## config.mk

```make
export PLATFORM = sky130hd
export DESIGN_NAME = tt_sel_seq
export DESIGN_NICKNAME = d
export VERILOG_FILES = /design/src/rtl/tt_sel_seq.sv
export SDC_FILE = /design/constraint.sdc
export NUM_CORES = 1
export LEC_CHECK = 0
export CAP_MARGIN = 25
export CORE_ASPECT_RATIO = 1.5
export CORE_UTILIZATION = 40
export DETAILED_ROUTE_END_ITERATION = 10
export PLACE_DENSITY_LB_ADDON = 0.1
export SLEW_MARGIN = 20
export SYNTH_ARGS = -nofsm -noshare
export SYNTH_HDL_FRONTEND = slang
export SYNTH_SLANG_ARGS = --single-unit
```

## constraint.sdc

```tcl
create_clock -name clk -period 2.87 [get_ports clk]
set_input_delay 0.4305 -clock clk [delete_from_list [all_inputs] [get_ports clk]]
set_output_delay 0.4305 -clock clk [all_outputs]
set_load 0.01 [all_outputs]
```

## src/rtl/tt_sel_seq.sv

```systemverilog
// tt_sel_seq: pad-driven user-block selector with power-gate sequencing.
// Three asynchronous pads are synchronized. sel_rst_n/sel_inc walk a target
// address {branch, block} that never lands on a masked branch. A four-state
// FSM powers the selected block up and down around every address change.
module tt_sel_seq #(
  parameter int G_X = 16,
  parameter int G_Y = 16,
  parameter logic [G_Y-1:0] MUX_MASK = '0,
  parameter int PG_DLY = 8,
  parameter int SYNC_STAGES = 2,
  localparam int BK_W = (G_X > 1) ? $clog2(G_X) : 1,
  localparam int BR_W = (G_Y > 1) ? $clog2(G_Y) : 1,
  localparam int AW = BR_W + BK_W
) (
  input  logic          clk,
  input  logic          rst,
  input  logic          pad_sel_rst_n,
  input  logic          pad_sel_inc,
  input  logic          pad_ena,
  output logic [AW-1:0] tgt_addr,
  output logic [AW-1:0] sel_addr,
  output logic          pg_ena,
  output logic          um_ena,
  output logic          busy
);

  localparam int CNT_W = (PG_DLY > 1) ? $clog2(PG_DLY) : 1;

  // Lowest branch that is physically present.
  function automatic int first_branch();
    int r;
    r = 0;
    for (int i = G_Y - 1; i >= 0; i--) begin
      if (!MUX_MASK[i]) r = i;
    end
    return r;
  endfunction

  localparam int FIRST = first_branch();
  localparam logic [AW-1:0] RST_ADDR = {BR_W'(FIRST), {BK_W{1'b0}}};
  localparam logic [CNT_W-1:0] CNT_LOAD = CNT_W'(PG_DLY - 1);
  localparam logic [BK_W-1:0] BLK_LAST = BK_W'(G_X - 1);

  // Parameter sanity: an all-masked tree has nothing to select, and the
  // counter and synchronizer need a minimum depth to be meaningful.
  if (MUX_MASK == {G_Y{1'b1}}) begin : g_bad_mask
    $error("tt_sel_seq: MUX_MASK masks every branch");
  end
  if (PG_DLY < 1) begin : g_bad_dly
    $error("tt_sel_seq: PG_DLY must be at least 1");
  end
  if (SYNC_STAGES < 2) begin : g_bad_sync
    $error("tt_sel_seq: SYNC_STAGES must be at least 2");
  end

  // Next present branch strictly above cur, wrapping to FIRST.
  function automatic logic [BR_W-1:0] next_branch(input logic [BR_W-1:0] cur);
    logic [BR_W-1:0] r;
    r = BR_W'(FIRST);
    for (int i = G_Y - 1; i >= 0; i--) begin
      if (!MUX_MASK[i] && (i > int'(cur))) r = BR_W'(i);
    end
    return r;
  endfunction

  // ---------------------------------------------------------------------
  // Pad synchronizers: index 0 = sel_rst_n, 1 = sel_inc, 2 = ena
  // ---------------------------------------------------------------------
  logic [2:0]                  pad_vec;
  logic [2:0][SYNC_STAGES-1:0] sync_q, sync_d;
  logic                        sel_rst_n_s, inc_s, ena_s;

  assign pad_vec     = {pad_ena, pad_sel_inc, pad_sel_rst_n};
  assign sel_rst_n_s = sync_q[0][SYNC_STAGES-1];
  assign inc_s       = sync_q[1][SYNC_STAGES-1];
  assign ena_s       = sync_q[2][SYNC_STAGES-1];

  // Shift each pad into its own synchronizer chain.
  always_comb begin
    for (int i = 0; i < 3; i++) begin
      sync_d[i] = {sync_q[i][SYNC_STAGES-2:0], pad_vec[i]};
    end
  end

  // ---------------------------------------------------------------------
  // Increment edge detector. arm_q fills with ones after reset so that the
  // previous-value flop only counts once it holds a genuine post-reset
  // sample; a pad already high at reset release then yields no pulse.
  // ---------------------------------------------------------------------
  logic                   inc_prev_q, inc_prev_d;
  logic [SYNC_STAGES:0]   arm_q, arm_d;
  logic                   inc_pulse;

  // Track the synced inc level and the arming shift register.
  always_comb begin
    inc_prev_d = inc_s;
    arm_d      = {arm_q[SYNC_STAGES-1:0], 1'b1};
    inc_pulse  = arm_q[SYNC_STAGES] & inc_s & ~inc_prev_q & sel_rst_n_s;
  end

  // ---------------------------------------------------------------------
  // Target address walker
  // ---------------------------------------------------------------------
  logic [AW-1:0]   tgt_q, tgt_d;
  logic [BR_W-1:0] tgt_br;
  logic [BK_W-1:0] tgt_blk;

  assign tgt_br  = tgt_q[AW-1:BK_W];
  assign tgt_blk = tgt_q[BK_W-1:0];

  // Selection clear dominates; otherwise step block, then branch.
  always_comb begin
    tgt_d = tgt_q;
    if (!sel_rst_n_s) begin
      tgt_d = RST_ADDR;
    end else if (inc_pulse) begin
      if (tgt_blk == BLK_LAST) begin
        tgt_d = {next_branch(tgt_br), {BK_W{1'b0}}};
      end else begin
        tgt_d = {tgt_br, tgt_blk + BK_W'(1)};
      end
    end
  end

  // ---------------------------------------------------------------------
  // Power sequencing FSM
  // ---------------------------------------------------------------------
  typedef enum logic [1:0] {
    S_IDLE   = 2'd0,
    S_PWR_UP = 2'd1,
    S_ON     = 2'd2,
    S_PWR_DN = 2'd3
  } state_t;

  state_t           state_q, state_d;
  logic [CNT_W-1:0] cnt_q, cnt_d;
  logic [AW-1:0]    sel_q, sel_d;
  logic             abort;

  // Next state, settle counter and applied address.
  always_comb begin
    state_d = state_q;
    cnt_d   = cnt_q;
    sel_d   = sel_q;
    abort   = !ena_s || (tgt_q != sel_q);
    case (state_q)
      S_IDLE: begin
        if (ena_s) begin
          state_d = S_PWR_UP;
          sel_d   = tgt_q;
          cnt_d   = CNT_LOAD;
        end
      end
      S_PWR_UP: begin
        if (abort) begin
          state_d = S_PWR_DN;
          cnt_d   = CNT_LOAD;
        end else if (cnt_q == '0) begin
          state_d = S_ON;
        end else begin
          cnt_d = cnt_q - CNT_W'(1);
        end
      end
      S_ON: begin
        if (abort) begin
          state_d = S_PWR_DN;
          cnt_d   = CNT_LOAD;
        end
      end
      S_PWR_DN: begin
        if (cnt_q == '0) begin
          state_d = S_IDLE;
        end else begin
          cnt_d = cnt_q - CNT_W'(1);
        end
      end
      default: begin
        state_d = S_IDLE;
        cnt_d   = '0;
      end
    endcase
  end

  // All state registers; reset drops straight to IDLE with no power-down.
  always_ff @(posedge clk) begin
    if (rst) begin
      sync_q     <= '0;
      inc_prev_q <= 1'b0;
      arm_q      <= '0;
      tgt_q      <= RST_ADDR;
      sel_q      <= RST_ADDR;
      state_q    <= S_IDLE;
      cnt_q      <= '0;
    end else begin
      sync_q     <= sync_d;
      inc_prev_q <= inc_prev_d;
      arm_q      <= arm_d;
      tgt_q      <= tgt_d;
      sel_q      <= sel_d;
      state_q    <= state_d;
      cnt_q      <= cnt_d;
    end
  end

  // Outputs decode registered state only.
  assign tgt_addr = tgt_q;
  assign sel_addr = sel_q;
  assign pg_ena   = (state_q != S_IDLE);
  assign um_ena   = (state_q == S_ON);
  assign busy     = (state_q == S_PWR_UP) || (state_q == S_PWR_DN);

endmodule
```

# == After elaboration in Yosys (flattened, before gate mapping) ==
# Index checks and enable logic that the tools add are counted.
# classes
n_addsub,2
order_cmp,15
n_eq_ne,9
muxes,28
n_bitwise,5
reduce_logical,11
# op_table
op,count
4-bit two-way mux,16
"4-bit > comparator, first input constant",8
"3-bit by 4-bit > comparator with 1-bit output, first input constant",4
3-bit two-way mux,4
3-bit one-hot mux with 4 select lines,1
2-bit two-way mux,5
"2-bit by 4-bit > comparator with 1-bit output, first input constant",2
8-bit inequality test,1
2-bit one-hot mux with 4 select lines,1
2-bit AND reduction,3
"4-bit by 1-bit adder with 4-bit output, second input constant",1
"2-bit == test, second input constant",2
"4-bit == test, second input constant",1
"1-bit by 4-bit > comparator with 1-bit output, first input constant",1
"2-bit inequality test, second input constant",2
4-bit AND reduction,1
1-bit AND,3
3-bit zero test,1
"3-bit inequality test, second input constant",1
"3-bit by 1-bit subtractor with 3-bit output, second input constant",1
"2-bit by 1-bit == test with 1-bit output, second input constant",1
2-bit zero test,1
1-bit logical OR,2
"2-bit by 1-bit inequality test with 1-bit output, second input constant",1
other kinds (5),6
# totals
regBits,31
input_bits,5
out_inout_bits,19
wordCells,81

# == Depth between registers and ports, before layout ==
# depth
word_depth,16
depth_mapped,7
mapped_depth_nobuf,7

# == Least setup slack after synthesis ==
# Ideal clock, no wire load.
# synth_path
path_type,register to register
start,reg state_q[0]
end,reg cnt_q[2]
setup_time_ns,0.074
arrival_ns,1.442
required_time_ns,2.796
path_slack_ns,1.354
stages_incl_launch_ff,7
path_buffers,0
synth_period_minus_slack_ns,1.516
cell_sequence,dfxtp_1 > inv_1 > ha_1 > nand2b_1 > o31ai_2 > or4_1 > a31oi_1
# synth_via
elab_chain_len,3
word_cells_on_any_way,8
classes_between,eq/ne: 5; mux: 1; reduce/logical: 2
# synth_lines
element,line,source
from (decl),135,"state_t state_q, state_d;"
from (signal assigned),200,state_q <= state_d;
2-bit == test / 2-bit zero test (equally long branches),146,case (state_q)
2-bit by 1-bit inequality test with 1-bit output (no source line) / 2-bit inequality test (equally long branches),n/a,
2-bit AND reduction (no source line),n/a,
to (signal assigned),201,cnt_q <= cnt_d;
to (decl),136,"logic [CNT_W-1:0] cnt_q, cnt_d;"
# Several ways; a longest one is shown, not always the timed one.
# A chain may end at the register's enable or synchronous reset.

# == Worst setup path after layout ==
# layout_path
start,reg state_q[0]
end,out pg_ena
# layout_via
elab_chain_len,1
# layout_lines
element,line,source
2-bit nonzero test,208,assign pg_ena = (state_q != S_IDLE);
to (decl),22,"output logic pg_ena,"
# No other way between the ends.

==> flow_summary.yaml <==
global_routing:
  grt_pass1_vias: 1101
  gr-total-overflow: 0
  antenna_found_initial: 0
  grt_pass1_wl_mm: 4.93
  grt_max_degree: 24
  grt_use_total: 0.173
synth:
  synth_xor_area_frac: 0.0956
  syn-num-nets: 170
  avgSynthCellArea_sq_um: 9.25
  yosys.area_share.simple: 0.225
  synth-edff-count: 0
  ys_warn_count: 0
  muxShareOfSynthArea: 0.00689
  synth_compound_area_frac: 0.125
  yosysSeqAreaShare: 0.427
  synthCells: 157
  synth_adder_area_share: 0.0689
  syn_area_sq_um: 1450
  ys.flop_type: "dfxtp_1"
  yosys.cell_types.count: 37
  ys_async_sr_fraction: 0
  synth_top_family_by_area: "simple AND/OR/NAND/NOR gates"
  synth-seq-cells: 31
clocking:
  cts_max_level: 2
  cts_tree: "done"
  insertion_delay_ns: 0.28
  cts_buffer_depth: 2
  clkSinkCount: 31
  clk_pin_slew_ns: 0.07
  postCtsSetupBuffers: 0
  cts_root_buf: "clkbuf_8"
  numCtsBuffers: 5
  post_cts_resized: 0
  cts.hold.buffers_added: 0
sta:
  hold_slack_ns: 0.437
  max_freq_ghz: 0.459
  tns_ns: 0
  period_share: 0.759
  rsz0062_at_grt: "false"
  drv_slew: 0
  finalClockSkew_ns: 0.00810
  layout_min_cycle_time_ns: 2.18
  finalHoldViolCount: 0
  worst_pin_slew_ns: 0.387
  fin_ws_ns: 0.691
  setup_violations: 0
  maxSlewHeadroom: 0.742
setup_path:
  cp_top_family: "buffers and inverters"
  arrival_ns: 1.75
  path_class: "reg2out"
  worstPathCellList: "inv_1 > ha_1 > inv_1 > clkdlybuf4s50_1"
  cp_slowest_cell: "clkdlybuf4s50_1"
  critPathMostFrequentCell: "inv_1"
  required_ns: 2.44
  end_kind: "output pin"
  crit_fanout: 11
  critical-path-max-stage-delay_ns: 0.48
  crit_buf_inv: 3
  startpoint_type: "flip-flop"
cells_and_area:
  layout_common_cells: "dfxtp_1, clkdlybuf4s50_1, nand2_1"
  area_growth_pct: 24.0
  layout_commonest_cell: "dfxtp_1"
  final_nets: 194
  insertedDiodeCount: 0
  drive_gt1_frac: 0.0989
  final_cell_area_sq_um: 1800
routing:
  routed_wirelength_mm: 2.89
  drc: 0
  top_layer_used: "met4"
  avgViaCountPerCell: 5.16
  wl_met2_mm: 1.46
  dr.pass1.iters: 5
  wl_met3_um: 113
  drtAntennaViolNets: 0
  drt_iter0_markers: 20
  wire_per_inst_um: 12.9
  wl_met1_mm: 1.25
  vias: 1156
power:
  p_int_mw: 0.844
  powerDensity_nw_per_um2: 688
  pwr-share-clk: 0.296
  ir_worst_vdd_v: 0.000381
  net-switching-power_mw: 0.395
  p_leak_nw: 0.626
  power_mw: 1.24
  p_sw_frac: 0.319
  combPwrFrac: 0.307
  power_frac_seq: 0.396
floorplan:
  ios: 24
  num_rows: 26
  die_x_um: 51.2
  die_h_um: 75.8
  die_area_sq_um: 3880
  initial_core_util: 0.421
  core_sq_um: 3450
placement:
  gp_congestion: 0.811
  place_area_sq_um: 1700
  hpwl_mm: 2.14
  numPortBuffers: 23
  pre_cts_slack_ns: 0.976
status:
  status: "completed"
hold_path:
  hp-class: "reg2reg"
flow_run:
  drv_cap: 0
## final timing paths
check	startpoint	endpoint	slack, ns	depth (start not counted)
max reg2reg	state_q[1]	cnt_q[2]	1.00	6
max	state_q[0]	pg_ena	0.69	4
min reg2reg	arm_q[1]	arm_q[2]	0.44	1
min	arm_q[1]	arm_q[2]	0.44	1
## synthesized netlist by cell type, types with 3 or more instances
library cell	count	area, sq um
a21oi_1	9	45.0
dfxtp_1	31	621
xnor2_1	9	78.8
nand3_1	10	50.1
ha_1	8	100
xor2_1	5	43.8
nor2_1	8	30.0
nor3_1	3	15.0
inv_1	9	33.8
nor2b_1	10	62.6
a31oi_1	4	25.0
nand2_1	14	52.6
clkbuf_1	3	11.3
o21ai_0	5	25.0
## final cells by class
cell class,count,area (sq um)
Tap cell,42,52.6
Timing Repair Buffer,24,238
Clock buffer,8,100
Sequential cell,31,621
Inverter,9,33.8
Multi-Input combinational cell,110,757
Fill cell,357,1650
## kinds of logic (layout without fill, tap and decap cells)
group	after synthesis	count (layout)
buffers and inverters	16	41
multiplexers	1	1
flip-flops	31	31
AND/OR/NAND/NOR	59	59
AO/OA/AOI/OAI	27	27
XOR/XNOR	15	15
adder cells (fa/ha/maj)	8	8
## layer usage
| layer | global-route usage | vias to the layer above |
|---|---|---|
| li1 | - | 589 |
| met1 | 0.186 | 540 |
| met2 | 0.310 | 20 |
| met3 | 0.0479 | 7 |
| met4 | 0.0833 | 0 |
| met5 | 0 | - |
## metrics by stage
stage	instances	util
6_report	224	0.522
5_1_grt	224	0.522
4_1_cts	224	0.522
3_5_place_dp	216	0.493
3_3_place_gp	216	0.493
2_1_floorplan	157	-
## state kept, by name (all words and copies together), names as in the netlist
signal / count
arm_q: 3
sel_rst_n_s: 1
ena_s: 1
cnt_q: 3
tgt_addr: 8
sync_d: 3
inc_prev_q: 1
inc_prev_d: 1
state_q: 2
sel_addr: 8
## worst register-to-register path, cell delays in order, from the launching register on
cell	delay [ns]
dfxtp_1	0.40
inv_1	0.11
ha_1	0.33
nand2b_1	0.24
o31ai_2	0.14
or4_1	0.41
a31oi_1	0.17
## power groups by stage
stage | Combinational [mW] | Sequential [mW] | Clock (mW)
after global placement | 0.364 | 0.498 | 0
after floorplan | 0.269 | 0.493 | 0
after detailed placement | 0.378 | 0.501 | 0
final | 0.381 | 0.491 | 0.367
after CTS | 0.382 | 0.491 | 0.378
after global routing | 0.435 | 0.496 | 0.404
Power figures use the tool's default switching activity.
